File: config.mk
export PLATFORM = sky130hd
export DESIGN_NAME = instruction_fetch_stage
export DESIGN_NICKNAME = d
export VERILOG_FILES = /design/src/rtl/instruction_fetch_stage_pkg.sv /design/src/rtl/instruction_fetch_stage_sext.sv /design/src/rtl/instruction_fetch_stage.sv
export SDC_FILE = /design/constraint.sdc
export NUM_CORES = 1
export LEC_CHECK = 0
export BUFFER_PORTS_ARGS = -buffer_cell sky130_fd_sc_hd__buf_2
export CAP_MARGIN = 20
export CORE_ASPECT_RATIO = 1.4
export CORE_MARGIN = 5
export CORE_UTILIZATION = 45
export DETAILED_ROUTE_END_ITERATION = 8
export PLACE_DENSITY = 0.88
export SLEW_MARGIN = 20
export SYNTH_ARGS = -nofsm -noshare
export SYNTH_HDL_FRONTEND = slang
export SYNTH_SLANG_ARGS = --single-unit
File: constraint.sdc
create_clock -name clk -period 2.3 [get_ports clk]
set_clock_uncertainty 0.05 [all_clocks]
set_input_delay 0.23 -clock clk [delete_from_list [all_inputs] [get_ports clk]]
set_output_delay 0.23 -clock clk [all_outputs]
set_load 0.005 [all_outputs]
File: src/rtl/instruction_fetch_stage_pkg.sv
// Shared widths for the instruction fetch stage and its sign-extender.
package instruction_fetch_stage_pkg;
    localparam int WIDTH_B_DEF = 32;
    localparam int ADDR_B_DEF  = 10;
    localparam int JUMP_W      = 26;
    localparam int IMM_W       = 16;
endpackage

File: src/rtl/instruction_fetch_stage_sext.sv
// Sign-extends an IN_W-bit immediate to OUT_W bits.
module instruction_fetch_stage_sext
    import instruction_fetch_stage_pkg::*;
#(
    parameter int IN_W  = IMM_W,
    parameter int OUT_W = WIDTH_B_DEF
) (
    input  logic [IN_W-1:0]  i_imm,
    output logic [OUT_W-1:0] o_ext
);
    assign o_ext = {{(OUT_W-IN_W){i_imm[IN_W-1]}}, i_imm};
endmodule

File: src/rtl/instruction_fetch_stage.sv
// Fetch stage: PC select, synchronous-ROM addressing and IF/ID pipeline register.
module instruction_fetch_stage
    import instruction_fetch_stage_pkg::*;
#(
    parameter int               WIDTH_B  = WIDTH_B_DEF,
    parameter int               ADDR_B   = ADDR_B_DEF,
    parameter logic [WIDTH_B-1:0] RESET_PC = '0
) (
    input  logic               clk,
    input  logic               rst,
    input  logic               stall,
    input  logic               branch_taken,
    input  logic [WIDTH_B-1:0] branch_target,
    input  logic               jump_taken,
    input  logic [JUMP_W-1:0]  jump_index,
    output logic [ADDR_B-1:0]  imem_addr,
    input  logic [WIDTH_B-1:0] imem_data,
    output logic               id_valid,
    output logic [WIDTH_B-1:0] id_instr,
    output logic [WIDTH_B-1:0] id_pc_plus1,
    output logic [WIDTH_B-1:0] id_sign_ext,
    output logic [WIDTH_B-1:0] pc_debug
);
    logic [WIDTH_B-1:0] r_pc;
    logic [WIDTH_B-1:0] r_id_instr;
    logic [WIDTH_B-1:0] r_id_pc_plus1;
    logic [WIDTH_B-1:0] r_id_sign_ext;
    logic               r_fetch_valid;
    logic               r_id_valid;

    logic [WIDTH_B-1:0] w_pc_plus1;
    logic [WIDTH_B-1:0] w_jump_pc;
    logic [WIDTH_B-1:0] w_pc_next;
    logic [WIDTH_B-1:0] w_sext;
    logic               w_redirect;

    assign w_pc_plus1 = r_pc + {{(WIDTH_B-1){1'b0}}, 1'b1};
    assign w_jump_pc  = {r_id_pc_plus1[WIDTH_B-1:JUMP_W], jump_index};
    assign w_redirect = branch_taken | jump_taken;

    // Branch outranks jump: it comes from the older instruction in EX.
    always_comb begin
        w_pc_next = w_pc_plus1;
        if (rst)
            w_pc_next = RESET_PC;
        else if (branch_taken)
            w_pc_next = branch_target;
        else if (jump_taken)
            w_pc_next = w_jump_pc;
        else if (stall)
            w_pc_next = r_pc;
    end

    // Addressing the ROM with pc_next lines imem_data up with pc one cycle later.
    assign imem_addr = w_pc_next[ADDR_B-1:0];

    instruction_fetch_stage_sext #(
        .IN_W  (IMM_W),
        .OUT_W (WIDTH_B)
    ) u_sext (
        .i_imm (imem_data[IMM_W-1:0]),
        .o_ext (w_sext)
    );

    always_ff @(posedge clk) begin
        if (rst) begin
            r_pc          <= RESET_PC;
            r_fetch_valid <= 1'b0;
            r_id_valid    <= 1'b0;
            r_id_instr    <= '0;
            r_id_pc_plus1 <= '0;
            r_id_sign_ext <= '0;
        end else begin
            r_pc          <= w_pc_next;
            r_fetch_valid <= 1'b1;
            if (w_redirect) begin
                r_id_valid <= 1'b0;
            end else if (!stall) begin
                r_id_valid    <= r_fetch_valid;
                r_id_instr    <= imem_data;
                r_id_pc_plus1 <= w_pc_plus1;
                r_id_sign_ext <= w_sext;
            end
        end
    end

    assign id_valid    = r_id_valid;
    assign id_instr    = r_id_instr;
    assign id_pc_plus1 = r_id_pc_plus1;
    assign id_sign_ext = r_id_sign_ext;
    assign pc_debug    = r_pc;
endmodule

==> impl_metrics.sql <==
INSERT INTO impl_metrics (metric_group, metric, value, unit) VALUES
('critical_path', 'crit_path_kind', 'reg -> out', ''),
('detailed_routing', 'drt_iter0_drc', '365', ''),
('timing', 'final_min_period_over_clock_period', '0.987', ''),
('timing', 'fmax', '440', 'MHz'),
('critical_path', 'crit_required', '2.02', 'ns'),
('detailed_routing', 'wirelength', '17.9', 'mm'),
('clock_network', 'cts-htree-levels', '3', ''),
('die', 'die_area', '13700', 'um2'),
('power', 'cellPowerDensity', '616', 'nW/um2'),
('synth', 'ranking_of_synthesized_cells_by_area', 'dfxtp_1 38%, nand2_1 7.4%, a21oi_1 5.7%', ''),
('clock_network', 'worst_setup_hold_path_clk_slew', '0.07', 'ns'),
('detailed_routing', 'mean_number_of_vias_per_cell', '5.62', ''),
('detailed_routing', 'via_count', '5619', ''),
('timing', 'tightest_slew', '0.590', 'ns'),
('synth', 'synth_async_sr_flop_share', '0', ''),
('power', 'ir_drop', '381', 'uV'),
('synth', 'synth_enable_flop_cells', '0', ''),
('power', 'total_leakage_power', '2.99', 'nW'),
('layout', 'area_delta_synth_final', '30.7', '%'),
('detailed_routing', 'drc_markers', '0', ''),
('synth', 'synthDominantAreaCellType', 'dfxtp_1', ''),
('layout', 'num_antenna_cells', '0', ''),
('die', 'core_area', '11300', 'um2'),
('min_path', 'classification_of_the_worst_slack_hold_path', 'in -> reg', ''),
('critical_path', 'worst_ep_arrival_time', '1.99', 'ns'),
('timing', 'setup_viol', '0', ''),
('synth', 'mappedNetlistArea', '5130', 'um2'),
('placed_design', 'postPlaceCellArea', '6300', 'um2'),
('critical_path', 'rr_startpoint', 'pc_debug[11]', ''),
('min_path', 'hold_path_startpoint', 'branch_target[22]', ''),
('layout', 'share_of_layout_cells_above_drive_strength_1', '0.371', ''),
('layout', 'finalInstanceArea', '6710', 'um2'),
('critical_path', 'ff2ff_setup_slack', '0.18', 'ns'),
('global_routing', 'vias_in_the_first_global_route', '5296', ''),
('critical_path', 'timing.critical_path.from_type', 'flop', ''),
('synth', 'synthesis.instances', '648', ''),
('critical_path', 'type_of_element_capturing_the_critical_path', 'primary output', ''),
('placed_design', 'place_hpwl', '13.6', 'mm'),
('die', 'num_io_pins', '234', ''),
('global_routing', 'wire_length_of_the_first_global_routing_pass', '27.1', 'mm'),
('die', 'die_w', '100', 'um'),
('placed_design', 'place_congestion', '0.931', ''),
('critical_path', 'crit_start', 'pc_debug[5]', ''),
('die', 'die_height', '136', 'um'),
('global_routing', 'pin_count_of_the_biggest_net_entering_global_routing', '61', ''),
('global_routing', 'antenna_found_initial', '0', ''),
('detailed_routing', 'final_routed_wire_length_divided_by_cell_count', '17.9', 'um'),
('detailed_routing', 'ant_nets', '0', ''),
('layout', 'layout.cells.most_common', 'buf_2', ''),
('synth', 'post_synthesis_sequential_area_ratio', '0.382', ''),
('die', 'rows', '46', ''),
('clock_network', 'cts_num_sinks', '98', ''),
('layout', 'fillers', '1050', ''),
('placed_design', 'place.port_buffers', '233', ''),
('timing', 'hold_viol', '0', ''),
('run', 'cap_violations', '0', ''),
('synth', 'average_footprint_of_a_synthesized_cell', '7.92', 'um2'),
('timing', 'worst_slew_margin_rel', '0.607', ''),
('clock_network', 'cts_hold_buf', '0', ''),
('timing', 'setup_repair_after_global_routing_missed_its_margin', 'yes', ''),
('synth', 'synth-warning-count', '0', ''),
('layout', 'post_layout_nonfiller_instances', '1000', ''),
('clock_network', 'cts_tree', 'done', ''),
('layout', 'final_nets', '947', ''),
('layout', 'final_cell_mix', '233 x buf_2, 101 x nand2_1, 91 x dfxtp_1, 58 x a21oi_1, 47 x nor2_1', ''),
('clock_network', 'ctsRootBufferMaster', 'clkbuf_16', ''),
('global_routing', 'grt.overflow.total', '0', ''),
('synth', 'ys_dominant_reg_cell', 'dfxtp_1', ''),
('timing', 'timing.final.max_slew_violations', '0', ''),
('clock_network', 'cts.path.max_buffers', '2', ''),
('synth', 'post_synthesis_register_bit_count', '98', ''),
('clock_network', 'cts_inserted_buffers', '9', ''),
('placed_design', 'place.detailed.instances', '980', ''),
('critical_path', 'crit_path_max_fanout', '6', ''),
('synth', 'netlist.area_leader.share', '0.382', ''),
('timing', 'layout_min_cycle_time', '2.27', 'ns'),
('global_routing', 'grt_usage', '0.251', ''),
('die', 'initial_utilization', '0.455', ''),
('detailed_routing', 'drtPass1Iterations', '6', ''),
('clock_network', 'clk-insertion-delay-late', '0.35', 'ns'),
('synth', 'synth.net_count', '744', ''),
('run_status', 'outcome', 'finished, final reports clean', ''),
('synth', 'synthDistinctLibCells', '56', '');
[state kept, by name, summed over array words and instances, names as in the netlist]
| register | cells |
|---|---|
| id_pc_plus1 | 32 |
| pc_debug | 32 |
| id_instr | 32 |
| r_fetch_valid | 1 |
| id_valid | 1 |
[final timing paths]
path	to	cells past startpoint
max	imem_addr[9]	7
min reg2reg	id_pc_plus1[1]	2
min	pc_debug[22]	3
max reg2reg	pc_debug[19]	5
[critical path, cell delays in order (launching register included)]
cell and delay (ns):
dfxtp_4 0.37, nand4_1 0.18, nor4_4 0.28, xnor2_1 0.10, a222oi_1 0.35, buf_4 0.19
nor2_2 0.04, buf_2 0.13
[through the flow]
step           TNS [ns]  total power [W]  hold WS, ns  worst slack [ns]  utilization
2_1_floorplan         0          0.00225        0.299             0.366            -
3_3_place_gp          0          0.00255        0.389             0.208        0.559
3_5_place_dp          0          0.00257        0.394             0.155        0.559
4_1_cts               0          0.00414       0.0492           0.00440        0.589
5_1_grt         -0.0845          0.00429       0.0596           -0.0845        0.595
6_report              0          0.00413       0.0541            0.0297        0.595
[logic make-up (layout without fill, tap and decap cells)]
kind of cell,Yosys count,after routing,synth area share
AO/OA/AOI/OAI,169,169,0.199
XOR/XNOR,40,40,0.0682
adder cells (fa/ha/maj),1,1,0.00244
buffers and inverters,92,300,0.107
flip-flops,98,98,0.382
multiplexers,6,6,0.0117
AND/OR/NAND/NOR,242,242,0.230
[cell type report]
cell class | count | area, um2 | share of cell area
flip-flops and latches | 98 | 1980 | 0.295
well taps | 144 | 180 | 0.0269
clock buffers | 10 | 239 | 0.0356
repair buffers | 274 | 1520 | 0.227
clock inverters | 6 | 73.8 | 0.0110
multi-input cells | 458 | 2680 | 0.399
inverters | 10 | 37.5 | 0.00559
[timing repair]
item,in CTS,in global routing
setup endpoints to repair,3,6
pin swaps,2,8
gates resized for setup,4,17
cloned,0,0
setup buffers,2,2
[power breakdown]
part,switching [W],total [W],leakage [nW],internal (W)
sequential,0.0000850,0.00187,0.807,0.00179
combinational,0.000369,0.000680,2.04,0.000311
clock,0.000696,0.00158,0.147,0.000887
[layer usage]
layer | vias to the layer above | track usage | share of wire
li1 | 2664 | - | -
met1 | 2587 | 0.284 | 0.36
met2 | 315 | 0.448 | 0.51
met3 | 53 | 0.0498 | 0.10
met4 | 0 | 0.120 | 0.032
met5 | - | 0 | 0
[cell usage after synthesis, types with 3 or more instances]
cell type  instances
o31ai_1            4
inv_1             10
nand3_1           15
dfxtp_1           98
a32o_1             3
a22o_1             4
buf_2              4
and3_1             4
nor2b_1            4
nand4_1           11
or4_1              3
a21oi_1           58
buf_6              5
a31oi_1            9
nand2_1          101
nor4_1            15
o22ai_1            6
nor2_1            49
clkbuf_1          33
o21ai_0           47
buf_4             36
nor3_1            13
a211oi_1          15
mux2i_1            6
xor2_1            12
a22oi_1            8
and2_1             3
xnor2_1           28
o21a_1             3
and4_1             5
Note: power is estimated with default switching activity, not from simulation.
